`src/rtl/bf16_pkg.sv`:
```
// Shared types and constants for FP32 -> BF16 narrowing.
package bf16_pkg;

   localparam int unsigned FP32_W     = 32;
   localparam int unsigned BF16_W     = 16;
   localparam int unsigned FP32_EXP_W = 8;
   localparam int unsigned FP32_MAN_W = 23;
   localparam int unsigned BF16_MAN_W = 7;
   localparam int unsigned GUARD_BIT  = FP32_MAN_W - BF16_MAN_W - 1;
   localparam int unsigned EK_W       = FP32_EXP_W + BF16_MAN_W;

   localparam logic [BF16_W-1:0] BF16_QNAN = 16'h7FC0;

   typedef enum logic [2:0] {
      RND_RNE = 3'd0,
      RND_RTZ = 3'd1,
      RND_RDN = 3'd2,
      RND_RUP = 3'd3,
      RND_RMM = 3'd4
   } rnd_mode_e;

   typedef enum logic [2:0] {
      CLS_ZERO = 3'd0,
      CLS_SUB  = 3'd1,
      CLS_NORM = 3'd2,
      CLS_INF  = 3'd3,
      CLS_QNAN = 3'd4,
      CLS_SNAN = 3'd5
   } fp_class_e;

   typedef struct packed {
      logic invalid;
      logic overflow;
      logic underflow;
      logic inexact;
   } fp_flags_t;

   // Stage-1 payload: everything stage 2 needs to form the result.
   typedef struct packed {
      logic                  sign;
      logic [FP32_EXP_W-1:0] exp;
      logic [BF16_MAN_W-1:0] kept;
      logic                  guard;
      logic                  sticky;
      logic                  inc;
      fp_class_e             cls;
   } s1_payload_t;

   function automatic fp_class_e fp32_classify(input logic [FP32_EXP_W-1:0] e,
                                               input logic [FP32_MAN_W-1:0] m);
      if (e == '0) begin
         if (m == '0) return CLS_ZERO;
         return CLS_SUB;
      end
      if (e == '1) begin
         if (m == '0) return CLS_INF;
         if (m[FP32_MAN_W-1]) return CLS_QNAN;
         return CLS_SNAN;
      end
      return CLS_NORM;
   endfunction

endpackage

```
`src/rtl/bf16_round_decide.sv`:
```
// Round-increment decision for a narrowing conversion; reserved modes round to nearest even.
module bf16_round_decide
   import bf16_pkg::*;
(
   input  logic       sign,
   input  logic       lsb,
   input  logic       guard,
   input  logic       sticky,
   input  logic [2:0] rnd_mode,
   output logic       inc
);

   always_comb begin
      inc = guard & (sticky | lsb);
      case (rnd_mode)
         RND_RTZ: inc = 1'b0;
         RND_RDN: inc = sign & (guard | sticky);
         RND_RUP: inc = ~sign & (guard | sticky);
         RND_RMM: inc = guard;
         default: ;
      endcase
   end

endmodule

```
`src/rtl/fp32_to_bf16_pipe.sv`:
```
// Two-stage FP32 -> BF16 converter with IEEE rounding, exception flags and valid/ready flow control.
module fp32_to_bf16_pipe
   import bf16_pkg::*;
#(
   parameter bit FTZ = 1'b0
) (
   input  logic              clk,
   input  logic              reset,
   input  logic              in_valid,
   output logic              in_ready,
   input  logic [FP32_W-1:0] operand_a,
   input  logic [2:0]        rnd_mode,
   output logic              out_valid,
   input  logic              out_ready,
   output logic [BF16_W-1:0] result,
   output logic              invalid,
   output logic              overflow,
   output logic              underflow,
   output logic              inexact
);

   logic              s2_load;
   logic              s1_load;
   logic              in_inc;
   s1_payload_t       in_pay;

   logic              s1_valid_q, s1_valid_d;
   s1_payload_t       s1_pay_q, s1_pay_d;
   logic              s2_valid_q, s2_valid_d;
   logic [BF16_W-1:0] result_q, result_d;
   fp_flags_t         flags_q, flags_d;

   logic [EK_W-1:0]   ek_sum;
   logic [BF16_W-1:0] conv_res;
   fp_flags_t         conv_flg;

   bf16_round_decide u_round (
      .sign     (operand_a[FP32_W-1]),
      .lsb      (operand_a[GUARD_BIT+1]),
      .guard    (operand_a[GUARD_BIT]),
      .sticky   (|operand_a[GUARD_BIT-1:0]),
      .rnd_mode (rnd_mode),
      .inc      (in_inc)
   );

   // Field split and classification of the incoming operand.
   always_comb begin
      in_pay.sign   = operand_a[FP32_W-1];
      in_pay.exp    = operand_a[FP32_W-2 -: FP32_EXP_W];
      in_pay.kept   = operand_a[FP32_MAN_W-1 -: BF16_MAN_W];
      in_pay.guard  = operand_a[GUARD_BIT];
      in_pay.sticky = |operand_a[GUARD_BIT-1:0];
      in_pay.inc    = in_inc;
      in_pay.cls    = fp32_classify(operand_a[FP32_W-2 -: FP32_EXP_W],
                                    operand_a[FP32_MAN_W-1:0]);
   end

   // Pipeline advance: stage 2 drains on out_ready, stage 1 follows stage 2.
   always_comb begin
      s2_load  = !s2_valid_q || out_ready;
      s1_load  = !s1_valid_q || s2_load;
      in_ready = s1_load;

      s1_valid_d = s1_valid_q;
      s1_pay_d   = s1_pay_q;
      if (s1_load) begin
         s1_valid_d = in_valid;
         if (in_valid) s1_pay_d = in_pay;
      end
   end

   // Result formation from the stage-1 payload.
   always_comb begin
      ek_sum   = {s1_pay_q.exp, s1_pay_q.kept} + EK_W'(s1_pay_q.inc);
      conv_res = {s1_pay_q.sign, ek_sum};
      conv_flg = '0;
      case (s1_pay_q.cls)
         CLS_ZERO: conv_res = {s1_pay_q.sign, 15'b0};
         CLS_INF:  conv_res = {s1_pay_q.sign, 8'hFF, 7'b0};
         CLS_QNAN: conv_res = BF16_QNAN;
         CLS_SNAN: begin
            conv_res         = BF16_QNAN;
            conv_flg.invalid = 1'b1;
         end
         default: begin
            if (FTZ && (s1_pay_q.cls == CLS_SUB)) begin
               conv_res           = {s1_pay_q.sign, 15'b0};
               conv_flg.underflow = 1'b1;
               conv_flg.inexact   = 1'b1;
            end else begin
               conv_flg.inexact = s1_pay_q.guard | s1_pay_q.sticky;
               // Rounding carried into an all-ones exponent: saturate to infinity.
               if (ek_sum[EK_W-1 -: FP32_EXP_W] == '1) begin
                  conv_res          = {s1_pay_q.sign, 8'hFF, 7'b0};
                  conv_flg.overflow = 1'b1;
                  conv_flg.inexact  = 1'b1;
               end
               conv_flg.underflow = (s1_pay_q.exp == '0) & conv_flg.inexact;
            end
         end
      endcase

      s2_valid_d = s2_valid_q;
      result_d   = result_q;
      flags_d    = flags_q;
      if (s2_load) begin
         s2_valid_d = s1_valid_q;
         if (s1_valid_q) begin
            result_d = conv_res;
            flags_d  = conv_flg;
         end
      end
   end

   always_ff @(posedge clk) begin
      if (reset) begin
         s1_valid_q <= 1'b0;
         s1_pay_q   <= '0;
         s2_valid_q <= 1'b0;
         result_q   <= '0;
         flags_q    <= '0;
      end else begin
         s1_valid_q <= s1_valid_d;
         s1_pay_q   <= s1_pay_d;
         s2_valid_q <= s2_valid_d;
         result_q   <= result_d;
         flags_q    <= flags_d;
      end
   end

   assign out_valid = s2_valid_q;
   assign result    = result_q;
   assign invalid   = flags_q.invalid;
   assign overflow  = flags_q.overflow;
   assign underflow = flags_q.underflow;
   assign inexact   = flags_q.inexact;

endmodule

```
`config.mk`:
```
export PLATFORM = sky130hd
export DESIGN_NAME = fp32_to_bf16_pipe
export DESIGN_NICKNAME = d
export VERILOG_FILES = /design/src/rtl/bf16_pkg.sv /design/src/rtl/bf16_round_decide.sv /design/src/rtl/fp32_to_bf16_pipe.sv
export SDC_FILE = /design/constraint.sdc
export NUM_CORES = 1
export LEC_CHECK = 0
export BUFFER_PORTS_ARGS = -buffer_cell sky130_fd_sc_hd__buf_2
export CAP_MARGIN = 20
export CORE_ASPECT_RATIO = 1.2
export CORE_MARGIN = 2
export CORE_UTILIZATION = 40
export DETAILED_ROUTE_END_ITERATION = 6
export HOLD_SLACK_MARGIN = 0.08
export MAX_ROUTING_LAYER = met4
export PLACE_DENSITY_LB_ADDON = 0.05
export REMOVE_ABC_BUFFERS = 1
export SYNTH_ARGS = -nofsm -noshare
export SYNTH_HDL_FRONTEND = slang
export SYNTH_SLANG_ARGS = --single-unit
```
`constraint.sdc`:
```
create_clock -name clk -period 6.7 [get_ports clk]
set_input_delay 0.335 -clock clk [delete_from_list [all_inputs] [get_ports clk]]
set_output_delay 0.335 -clock clk [all_outputs]
set_load 0.01 [all_outputs]
```
==> results.toml <==
[synthesis]
synth-edff-count = 0
seq_area_frac_synth = 0.404
synth_cell_types = 48
yosysMostFrequentCell = "nand2_1"
ys_warn_count = 0
syn-cell-area_mm2 = 0.00218
async_reset_ff_frac = 0
syn_inst = 277
syn_area_per_cell_um2 = 7.88
synth_area_leader_cell = "dfxtp_1"
netlist_top_cells_count = "nand2_1, dfxtp_1, a21oi_1, nor2_1, nor3_1"
ys.flop_type = "dfxtp_1"
ys_top_cells_by_area = "dfxtp_1, nand2_1, a21oi_1"
synth_top_cell_area_share = 0.404
ys_ff_latch = 44

[die]
io_pins = 61
die-area_mm2 = 0.00606
core_area_mm2 = 0.00526
initial_core_util = 0.415
rows = 29
die_width_um = 71.4
die_h_um = 84.9

[power]
intPower_w = 0.000414
comb_power_share = 0.123
pwr-share-clk = 0.361
sw_frac_of_total = 0.256
ir_drop_v = 0.0000924
pwr-share-seq = 0.516
switchingPower_w = 0.000142
leakagePower_nw = 1.09
power_per_cell_area_mw_per_mm2 = 213

[setup_path]
crit_start = "s1_pay_q[3]$_SDFFE_PP0P_"
timing.critical_path.arrival_ps = 2420
crit_type = "reg2reg"
reg2reg_from = "s1_pay_q[3]$_SDFFE_PP0P_"
reg2reg_depth = 7
crit_path_max_fanout = 7
start_kind = "flip-flop"
required_ps = 6880
endpoint_kind = "flip-flop"
rr_endpoint = "result[3]$_SDFFE_PP0P_"
ff2ff_setup_slack_ps = 4450

[finish]
area_delta_synth_final_pct = 19.7
diodes = 0
fin_nets = 371
fin_util = 0.497
final_cell_area_mm2 = 0.00261
fillers = 550
drive_above_1_share = 0.230
final_cells = 393

[sta]
fmax_mhz = 445
setup_tns_ps = 0
final_max_slew_viol_count = 0
worst_pin_slew_ps = 836
post-route-worst-setup-slack_ps = 4450
fin_crit_sh = 0.335
finalHoldViolCount = 0
finalClockSkew_ps = 6.42
maxSlewHeadroom = 0.442
min_period_ps = 2250
finalSetupViolations = 0
rsz0062_at_grt = "no"

[drt]
drt_first_iter_violations = 87
drt-vias-per-instance = 5.32
drt_first_pass_iters = 4
vias = 2089
ant_nets = 0
route.detailed.drc = 0
totalWireLength_um = 5290
routedWlPerCell_um = 13.5

[clock_tree]
numClockSinks = 44
cts_hold_buf = 0
clk_pin_slew_ps = 80
clockBufferDepth = 2
cts_setup_buffers = 0
cts_buffers = 5
post_cts_resized = 0
root_buffer = "clkbuf_8"
clkLatencyLatePin_ps = 300
cts_tree = "done"
cts_max_level = 2

[placement]
pre_cts_slack_ps = 4440
place_area_mm2 = 0.00250
gp_congestion = 0.923
port_buffers = 60
placedCellCount = 385
dp_hpwl_um = 3990

[hold_path]
min_to = "s1_pay_q[10]$_SDFFE_PP0P_"
hold_depth = 3
hp-class = "in2reg"
hp-start = "operand_a[20]"

[grt]
grt_start_max_net_pins = 39
antenna_found_initial = 0
grt_usage = 0.184
grt_pass1_wl_um = 8700
grt_pass1_vias = 1864
gr-total-overflow = 0

[run]
drv_cap = 0

[status]
status = "finished clean"
==> registers in the layout (all words and copies together) (netlist names) <==
name	count
s1_pay_q	22
result	16
inexact	1
invalid	1
out_valid	1
overflow	1
s1_valid_q	1
underflow	1
==> cell type report <==
cell class                      instances  area, um^2  share of cell area
Tap cell                               62        77.6              0.0297
Multi-Input combinational cell        213        1220               0.467
Clock inverter                          2        35.0              0.0134
Clock buffer                            6        72.6              0.0278
Inverter                                5        18.8             0.00718
Sequential cell                        44         881               0.337
Timing Repair Buffer                   61         308               0.118
==> per-layer routing <==
| metal | part of all wire | vias up | track usage | routed length (um) |
|---|---|---|---|---|
| li1 | - | 1086 | - | - |
| met1 | 0.47 | 942 | 0.247 | 2500 |
| met2 | 0.47 | 56 | 0.281 | 2480 |
| met3 | 0.046 | 5 | 0.0249 | 241 |
| met4 | 0.014 | 0 | 0.0669 | 74 |
| met5 | 0 | - | - | 0 |
==> cell families after synthesis <==
group                      after synthesis  share of synthesized area
and+or+nand+nor                        136                      0.309
buffers and inverters                   20                     0.0373
DFF                                     44                      0.404
xor gates and xnor gates                14                     0.0596
adders and majority gates                2                     0.0115
AOI/OAI and AO/OA                       61                      0.179
==> power by group through the flow <==
| stage | clock (W) | combinational [W] | sequential [W] |
|---|---|---|---|
| floorplan | 0 | 0.0000355 | 0.000292 |
| global placement | 0 | 0.0000689 | 0.000293 |
| detailed placement | 0 | 0.0000689 | 0.000294 |
| CTS | 0.000206 | 0.0000692 | 0.000287 |
| global route | 0.000216 | 0.0000772 | 0.000290 |
| finish | 0.000201 | 0.0000682 | 0.000288 |
==> metrics by stage <==
stage | hold WS [ps] | total power (W)
after floorplan | 404 | 0.000328
final | 281 | 0.000557
after CTS | 278 | 0.000563
after detailed placement | 441 | 0.000362
after global placement | 436 | 0.000362
after global routing | 279 | 0.000583
==> cell usage in the layout (no fill, tap or decap), types with 2 or more instances in the layout <==
master	synthesis	routed
buf_2	4	60
nand2_1	54	54
dfxtp_1	44	44
a21oi_1	33	33
nor2_1	22	22
nor3_1	11	11
xor2_1	9	9
nor4_1	8	8
nand3_1	8	8
nand4_1	6	6
o21ai_1	6	6
inv_1	5	5
clkbuf_8	0	5
and4_1	4	4
and2_1	4	4
xnor2_1	4	4
nor2b_1	3	3
and4b_1	3	3
nand2b_1	3	3
or2_2	2	2
nand3b_1	2	2
a211oi_1	2	2
or3_1	2	2
o21a_1	2	2
o21ai_0	2	2
a31oi_1	2	2
ha_1	2	2
==> critical path, cell delays in order (launching register included) <==
cell	delay, ps
dfxtp_1	340
ha_1	230
ha_1	310
and2_1	250
and4_4	270
xnor2_2	100
o41ai_4	500
o21ai_1	120
==> worst max path at each step <==
stage,to,slack [ps],depth (start not counted)
CTS,result[3]$_SDFFE_PP0P_,4440,7
detailed placement,result[3]$_SDFFE_PP0P_,4440,7
global route,result[2]$_SDFFE_PP0P_,4250,7
finish,result[3]$_SDFFE_PP0P_,4450,7
global placement,result[4]$_SDFFE_PP0P_,4510,7
floorplan,result[2]$_SDFFE_PP0P_,4670,7
Note: power is estimated with default switching activity, not from simulation.
